### config.mk
export PLATFORM = sky130hd
export DESIGN_NAME = udp_decoder
export DESIGN_NICKNAME = d
export VERILOG_FILES = /design/src/rtl/udp_decoder.sv
export SDC_FILE = /design/constraint.sdc
export NUM_CORES = 1
export LEC_CHECK = 0
export ABC_AREA = 1
export ABC_CLOCK_PERIOD_IN_PS = 5400
export CAP_MARGIN = 20
export CORE_UTILIZATION = 35
export DETAILED_ROUTE_END_ITERATION = 12
export DONT_BUFFER_PORTS = 1
export GPL_TIMING_DRIVEN = 0
export PLACE_DENSITY = 0.48
export SYNTH_ARGS = -nofsm -noshare
export SYNTH_HDL_FRONTEND = slang
export SYNTH_SLANG_ARGS = --single-unit
### constraint.sdc
create_clock -name clk -period 5.4 [get_ports clk]
set_input_delay 0.27 -clock clk [delete_from_list [all_inputs] [get_ports clk]]
set_output_delay 0.27 -clock clk [all_outputs]
set_load 0.05 [all_outputs]
### src/rtl/udp_decoder.sv
// UDP receive-side decoder: parses the 8-byte header from a 32-bit word stream,
// forwards payload words with byte-valid flags and verifies the one's-complement checksum.
module udp_decoder #(
  parameter logic [15:0] MIN_LEN = 16'd8
) (
  input  logic        clk,
  input  logic        reset,
  input  logic        start,
  input  logic        data_av,
  input  logic [31:0] data_in,
  output logic [15:0] src_port,
  output logic [15:0] dest_port,
  output logic [15:0] len_out,
  output logic [31:0] data_out,
  output logic [3:0]  data_keep,
  output logic        wr_en,
  output logic        fin,
  output logic        chksum_ok,
  output logic        len_err,
  output logic        busy
);

  localparam logic [15:0] HDR_BYTES = 16'd8;

  typedef enum logic [2:0] {IDLE, HDR_2, DATA, CHECK, FIN} state_e;

  state_e      state_q, state_d;
  logic [15:0] src_q, src_d;
  logic [15:0] dst_q, dst_d;
  logic [15:0] len_out_q, len_out_d;
  logic [31:0] data_out_q, data_out_d;
  logic [3:0]  keep_q, keep_d;
  logic        wr_en_q, wr_en_d;
  logic        ok_q, ok_d;
  logic        lerr_q, lerr_d;
  logic [15:0] acc_q, acc_d;
  logic [15:0] rxchk_q, rxchk_d;
  logic [15:0] left_q, left_d;

  // 16-bit one's-complement add; the folded carry cannot overflow again
  function automatic logic [15:0] add16(input logic [15:0] a, input logic [15:0] b);
    logic [16:0] s;
    s = {1'b0, a} + {1'b0, b};
    return s[15:0] + {15'b0, s[16]};
  endfunction

  always_comb begin
    state_d    = state_q;
    src_d      = src_q;
    dst_d      = dst_q;
    len_out_d  = len_out_q;
    data_out_d = data_out_q;
    keep_d     = keep_q;
    wr_en_d    = 1'b0;
    ok_d       = ok_q;
    lerr_d     = lerr_q;
    acc_d      = acc_q;
    rxchk_d    = rxchk_q;
    left_d     = left_q;
    case (state_q)
      IDLE: begin
        if (start && data_av) begin
          src_d   = data_in[31:16];
          dst_d   = data_in[15:0];
          acc_d   = add16(data_in[31:16], data_in[15:0]);
          ok_d    = 1'b0;
          lerr_d  = 1'b0;
          state_d = HDR_2;
        end
      end
      HDR_2: begin
        if (data_av) begin
          rxchk_d = data_in[15:0];
          acc_d   = add16(add16(acc_q, data_in[31:16]), data_in[15:0]);
          if (data_in[31:16] < MIN_LEN) begin
            lerr_d    = 1'b1;
            len_out_d = '0;
            state_d   = FIN;
          end else if (data_in[31:16] <= HDR_BYTES) begin
            len_out_d = '0;
            state_d   = CHECK;
          end else begin
            len_out_d = data_in[31:16] - HDR_BYTES;
            left_d    = data_in[31:16] - HDR_BYTES;
            state_d   = DATA;
          end
        end
      end
      DATA: begin
        if (data_av) begin
          acc_d      = add16(add16(acc_q, data_in[31:16]), data_in[15:0]);
          data_out_d = data_in;
          wr_en_d    = 1'b1;
          case (left_q)
            16'd1:   keep_d = 4'b1000;
            16'd2:   keep_d = 4'b1100;
            16'd3:   keep_d = 4'b1110;
            default: keep_d = 4'b1111;
          endcase
          if (left_q > 16'd4) begin
            left_d = left_q - 16'd4;
          end else begin
            left_d  = '0;
            state_d = CHECK;
          end
        end
      end
      CHECK: begin
        ok_d    = (rxchk_q == 16'h0000) || (acc_q == 16'hFFFF);
        state_d = FIN;
      end
      FIN:     state_d = IDLE;
      default: state_d = IDLE;
    endcase
  end

  always_ff @(posedge clk or negedge reset) begin
    if (!reset) begin
      state_q    <= IDLE;
      src_q      <= '0;
      dst_q      <= '0;
      len_out_q  <= '0;
      data_out_q <= '0;
      keep_q     <= '0;
      wr_en_q    <= 1'b0;
      ok_q       <= 1'b0;
      lerr_q     <= 1'b0;
      acc_q      <= '0;
      rxchk_q    <= '0;
      left_q     <= '0;
    end else begin
      state_q    <= state_d;
      src_q      <= src_d;
      dst_q      <= dst_d;
      len_out_q  <= len_out_d;
      data_out_q <= data_out_d;
      keep_q     <= keep_d;
      wr_en_q    <= wr_en_d;
      ok_q       <= ok_d;
      lerr_q     <= lerr_d;
      acc_q      <= acc_d;
      rxchk_q    <= rxchk_d;
      left_q     <= left_d;
    end
  end

  assign src_port  = src_q;
  assign dest_port = dst_q;
  assign len_out   = len_out_q;
  assign data_out  = data_out_q;
  assign data_keep = keep_q;
  assign wr_en     = wr_en_q;
  assign chksum_ok = ok_q;
  assign len_err   = lerr_q;
  assign fin       = (state_q == FIN);
  assign busy      = (state_q != IDLE);

endmodule

==> results.md, run 1 <==
- Clock tree from TritonCTS: yes
- Hpwl dp: approximately 26 mm
- Antenna violations before repair: 0
- Commonest non-fill, non-tap cells in the layout: nand2_1, inv_1, dfrtp_1, o21ai_0, nor2_1
- I/O Pins: approximately 130
- Post-Syn Area: about 9900 µm²
- Clock tree buffer depth: 2
- Total GRT Usage: 0.239
- Yosys top cell by area: dfrtp_1
- Largest net degree at the start of global routing: 139
- Die width: 170 µm
- I/O Buffers: 0
- Synth cell types: 54
- Hold Startpoint: data_in[9]
- Number of enable flip-flop cells after synthesis: 0
- Commonest non-fill, non-tap cell in the layout: nand2_1
- Post-synth ARST share: 1.00
- DRT iter0 DRCs: 547
- Nature of the critical path endpoint: flop
- Synth-to-Final Area Change: 18.8%
- Fin worst setup slack: -0.00222 ns
- Max Slew Vio Count: 0
- Max frequency: 0.185 GHz
- Die area: 29100 µm²
- Syn Inst Count: 1434
- CTS clk-pin slew, worst paths: 0.07 ns
- CP max-delay cell: dfrtp_1
- Crit path time final: ~5.4 ns
- Average wire per standard cell: around 18 µm
- DR vias: around 9500
- Antenna-violating nets left: 0
- Initial Util: 0.357
- Via/cell ratio: around 5.0
- Share of the synthesized area in the top cell type: 0.348
- Worst-path fanout max: 4
- Crit-path max cell delay: roughly 0.38 ns
- Setup TNS: -0.00222 ns
- Die Height: 170 µm
- Synth area leaders: dfrtp_1, nand2_1, inv_1
- Hold Path Class: primary input to flop
- Yosys warnings: 0
- Arr. time, crit path: 5.73 ns
- Most used cell, CP: nand2_1
- Htree depth: 4
- Startpoint types: flop
- Worst Hold Margin: 0.0278 ns
- Number of remaining DRC errors: 0
- Final critical-path share of the clock period: 1.00
- Clk sinks: around 140
- Routed wire length: 34.0 mm
- Sequential area share after synthesis: 0.348
- Total grt overflow: 0
- Met3 Use GR: 0.0553
- Final Hold Viols: 0
- Worst setup path class: flop to flop
- Final std cell area, no fill: 11800 µm²
- M2 GR Usage: 0.385
- Clk_skew: 0.0135 ns
- Syn Nets: 1531
- Rows: 61
- Vias in the first global route: 9143
- Slew Limit Headroom: 0.414
- Setup Viol. Count Final: 1
- Nets: 1599
- FF-to-FF Start: acc_q[0]
- Status: finished, violations left
- Proportion of layout cells with a drive suffix above 1: 0.137
- Crit path required time: 5.73 ns
- GR Layer Usage met1: 0.307
- CP Launch Point: acc_q[0]
- RSZ-0062 raised after global routing: true
- Failing checks: negative setup slack
- First drt pass iteration count: 5
- Final GP Congestion: 0.882
- Placed Area: 10400 µm²
- Gr busiest metal: met2
- Core Region: 27900 µm²
- Least-Margin Pin Slew: 0.875 ns
- First-pass GRT wire length: a little over 50 mm
- Syn_area_per_cell: 6.93 µm²
- CTS root buf: clkbuf_16
- Seq cells post-synth: roughly 140
- Max-cap violations: 0
- Worst-Skew Late Latency: ~0.44 ns
- Num CTS Buffers: 17
- Top_reg_cell synth: dfrtp_1
what timing repair did:
item                                    4_1_cts  5_1_grt
buffers inserted                             30       15
endpoints found under the setup margin       15       13
pin swaps                                    26       39
endpoints found under the hold margin       141        0
resized for setup                            51       46
hold buffers                                  4        0
layout make-up:
cell class / count / area, µm²
Clock inverter: 14 / 126
Timing Repair Buffer: 49 / 399
Buffer: 29 / 119
Multi-Input combinational cell: 1057 / 6000
Fill cell: 2953 / 16100
Clock buffer: 18 / 439
Inverter: 210 / 791
Sequential cell: 138 / 3450
Tap cell: 378 / 473
Antenna cell: 1 / 2.50
routing by layer:
metal	wire, µm	up-vias
met5	0	-
met4	1120	0
met3	1990	52
met2	15500	232
met1	15400	4462
li1	-	4743
flip-flops by register name (all words and copies together) (netlist names):
register,cells
acc_q,16
chksum_ok,1
data_keep,4
data_out,32
dest_port,16
left_q,16
len_err,1
len_out,16
rxchk_q,16
src_port,16
state_q,3
wr_en,1
per-stage QoR:
step           cells   util  setup slack (ns)
3_5_place_dp    1812  0.374            -0.994
5_1_grt         1893  0.424            -0.388
2_1_floorplan   1434      -             0.351
4_1_cts         1878  0.413           -0.0363
6_report        1894  0.424          -0.00222
3_3_place_gp    1812  0.374            -0.956
logic make-up (layout without fill, tap and decap cells):
kind of cell | Yosys count | in the layout | share of synthesized area
DFF | 138 | 138 | 0.348
AOI/OAI and AO/OA | 211 | 211 | 0.118
adders and majority gates | 61 | 61 | 0.0791
and+or+nand+nor | 743 | 743 | 0.321
other | 0 | 1 | 0
xor gates and xnor gates | 42 | 42 | 0.0423
buffers and inverters | 239 | 320 | 0.0913
final timing paths:
check	endpoint	slack (ns)	cells after the start
min	rxchk_q[9]	0.03	2
min reg2reg	rxchk_q[2]	0.49	2
max	acc_q[15]	-0.002	46
min in group asynchronous	data_out[5]	0.46	2
max in group asynchronous	acc_q[2]	4.30	2
max reg2reg	acc_q[15]	-0.002	46
critical path: cells and delay by family (launching register included):
family	cells	cell delay (ns)
AOI/OAI and AO/OA	4	0.70
and+or+nand+nor	26	1.98
buffers and inverters	12	1.22
adders and majority gates	4	1.00
DFF	1	0.38
cells in the mapped netlist (2+ instances only):
master / n
o31ai_1: 2
ha_1: 58
nand3b_1: 2
a21o_1: 2
clkbuf_1: 22
nor3b_1: 2
nand3_2: 4
o22ai_1: 11
a21oi_1: 40
nor2_1: 108
o21bai_1: 5
o32ai_1: 2
o211ai_1: 2
or2_1: 2
nand3_1: 108
buf_2: 5
o21ai_1: 6
nor3_1: 8
inv_2: 9
xor2_1: 23
a21oi_2: 2
nor4_1: 5
nand4_1: 23
nor3_2: 2
nand2_1: 453
nor2_2: 7
a31oi_1: 14
o21ai_0: 116
xor2_2: 6
xnor2_1: 12
dfrtp_1: 138
nor2_4: 6
inv_1: 200
and2_1: 3
fa_1: 3
nand2_2: 5
Power of run 1 is not shown: default switching activity piles up to over one toggle a cycle in this logic, so the estimate is an artifact.
==> run 2: changes to the inputs <==
- CELL_PAD_IN_SITES_DETAIL_PLACEMENT: default -> 1
- CELL_PAD_IN_SITES_GLOBAL_PLACEMENT: default -> 1
- PLACE_DENSITY: 0.48 -> 0.63
==> results.md, run 2 (synthesized netlist as in run 1, its figures left out) <==
- Status: finished, violations left
- Failing checks: negative setup slack
- Hpwl dp: 28.7 mm
- Number of remaining DRC errors: 0
- Die Height: approximately 170 µm
- I/O Buffers: 0
- Worst-Skew Late Latency: 0.44 ns
- Clock tree buffer depth: 2
- CTS clk-pin slew, worst paths: 0.06 ns
- Clk sinks: 138
- Crit path time final: approximately 5.4 ns
- Synth-to-Final Area Change: 19.2%
- Proportion of layout cells with a drive suffix above 1: 0.135
- Clk_skew: about 0.009 ns
- Hold Path Class: primary input to flop
- Routed wire length: ~37 mm
- Final Hold Viols: 0
- Nature of the critical path endpoint: flop
- Crit-path max cell delay: 0.38 ns
- Via/cell ratio: about 5.1
- Antenna-violating nets left: 0
- DR vias: just under 10000
- Crit path required time: 5.72 ns
- Worst path bufs/invs: 10
- Final critical-path share of the clock period: 1.01
- Max Slew Vio Count: 0
- Final GP Congestion: between 0.8 and 0.9
- Least-Margin Pin Slew: 0.971 ns
- CP max-delay cell: dfrtp_1
- Layout Utilization: 0.425
- Commonest non-fill, non-tap cell in the layout: nand2_1
- Commonest non-fill, non-tap cells in the layout: nand2_1, inv_1, dfrtp_1, o21ai_0, nor2_1
- Num CTS Buffers: 17
- Placed Area: 10400 µm²
- Initial Util: 0.357
- First drt pass iteration count: 5
- Vias in the first global route: 10100
- DRT iter0 DRCs: about 560
- Average wire per standard cell: just under 20 µm
- Nets: 1596
- CTS root buf: clkbuf_16
- Setup Viol. Count Final: 2
- Most used cell, CP: nand2_2
- Core Region: 27900 µm²
- Die width: 170 µm
- Antenna cells: 0
- I/O Pins: about 130
- Worst slack, placed: -1.26 ns
- Startpoint types: flop
- Max FFs per register: 32
- Worst setup path class: flop to flop
- Fin worst setup slack: -0.0485 ns
- CP delay by family, top: simple AND/OR/NAND/NOR gates
- Arr. time, crit path: 5.76 ns
- Max frequency: roughly 0.18 GHz
- Die area: 29100 µm²
- RSZ-0062 raised after global routing: true
- Clock tree from TritonCTS: yes
- Final std cell area, no fill: 11800 µm²
- Largest net degree at the start of global routing: 139
- Rows: about 60
- Total GRT Usage: 0.265
- Htree depth: 4
- Antenna violations before repair: 0
- Slew Limit Headroom: 0.350
- Worst-path fanout max: 5
- Total grt overflow: 0
- Setup TNS: -0.0733 ns
- First-pass GRT wire length: roughly 57 mm
- Max-cap violations: 0
[run 2: changes by cell type in the layout (fill, tap and decap cells not counted), sizes merged]
cell / change
diode: -1
clkinv: +3
clkbuf: -1
inv: -2
buf: -5
dlygate4sd3: +2
[run 2: final timing paths]
kind | slack (ns) | cells past startpoint | endpoint | from
worst min-delay path | 0.01 | 2 | src_port[13] | data_in[29]
worst min register to register | 0.49 | 2 | rxchk_q[3] | rxchk_q[3]
min in group asynchronous | 0.45 | 2 | data_out[29] | reset
worst max register to register | -0.05 | 39 | acc_q[4] | acc_q[0]
max in group asynchronous | 4.34 | 2 | data_out[27] | reset
worst max-delay path | -0.05 | 39 | acc_q[4] | acc_q[0]
[run 2: layout make-up]
class                           count  area (µm²)
Fill cell                        3512       16000
Multi-Input combinational cell   1057        6060
Sequential cell                   138        3450
Inverter                          210         798
Tap cell                          378         473
Clock buffer                       17         425
Timing Repair Buffer               46         389
Clock inverter                     15         134
Buffer                             29         119
[run 2: worst register-to-register path, delay by kind of cell (launching register included)]
kind / cells / cell delay, ns
xor gates and xnor gates: 1 / 0.26
AOI/OAI and AO/OA: 5 / 0.60
DFF: 1 / 0.38
and+or+nand+nor: 17 / 1.65
adders and majority gates: 6 / 1.46
buffers and inverters: 10 / 0.99
[run 2: routing by layer]
layer  wire length [µm]  GRT usage
met1              16600      0.327
met2              17800      0.454
met3               1770     0.0541
met4                991     0.0979
met5                  0          0
[run 2: timing repair]
action	in CTS	in global routing
endpoints found under the setup margin	16	14
endpoints found under the hold margin	144	0
hold buffers	6	0
buffers inserted	24	17
pin swaps	40	42
resized for setup	71	41
[run 2: per-stage QoR]
| step | hold slack (ns) | std cells |
|---|---|---|
| CTS | 0.00315 | 1874 |
| global placement | -0.0209 | 1812 |
| floorplan | -0.0256 | 1434 |
| finish | 0.0123 | 1890 |
| detailed placement | -0.0219 | 1812 |
| global route | 0.0198 | 1890 |
Power of run 2 is left out for the same reason.
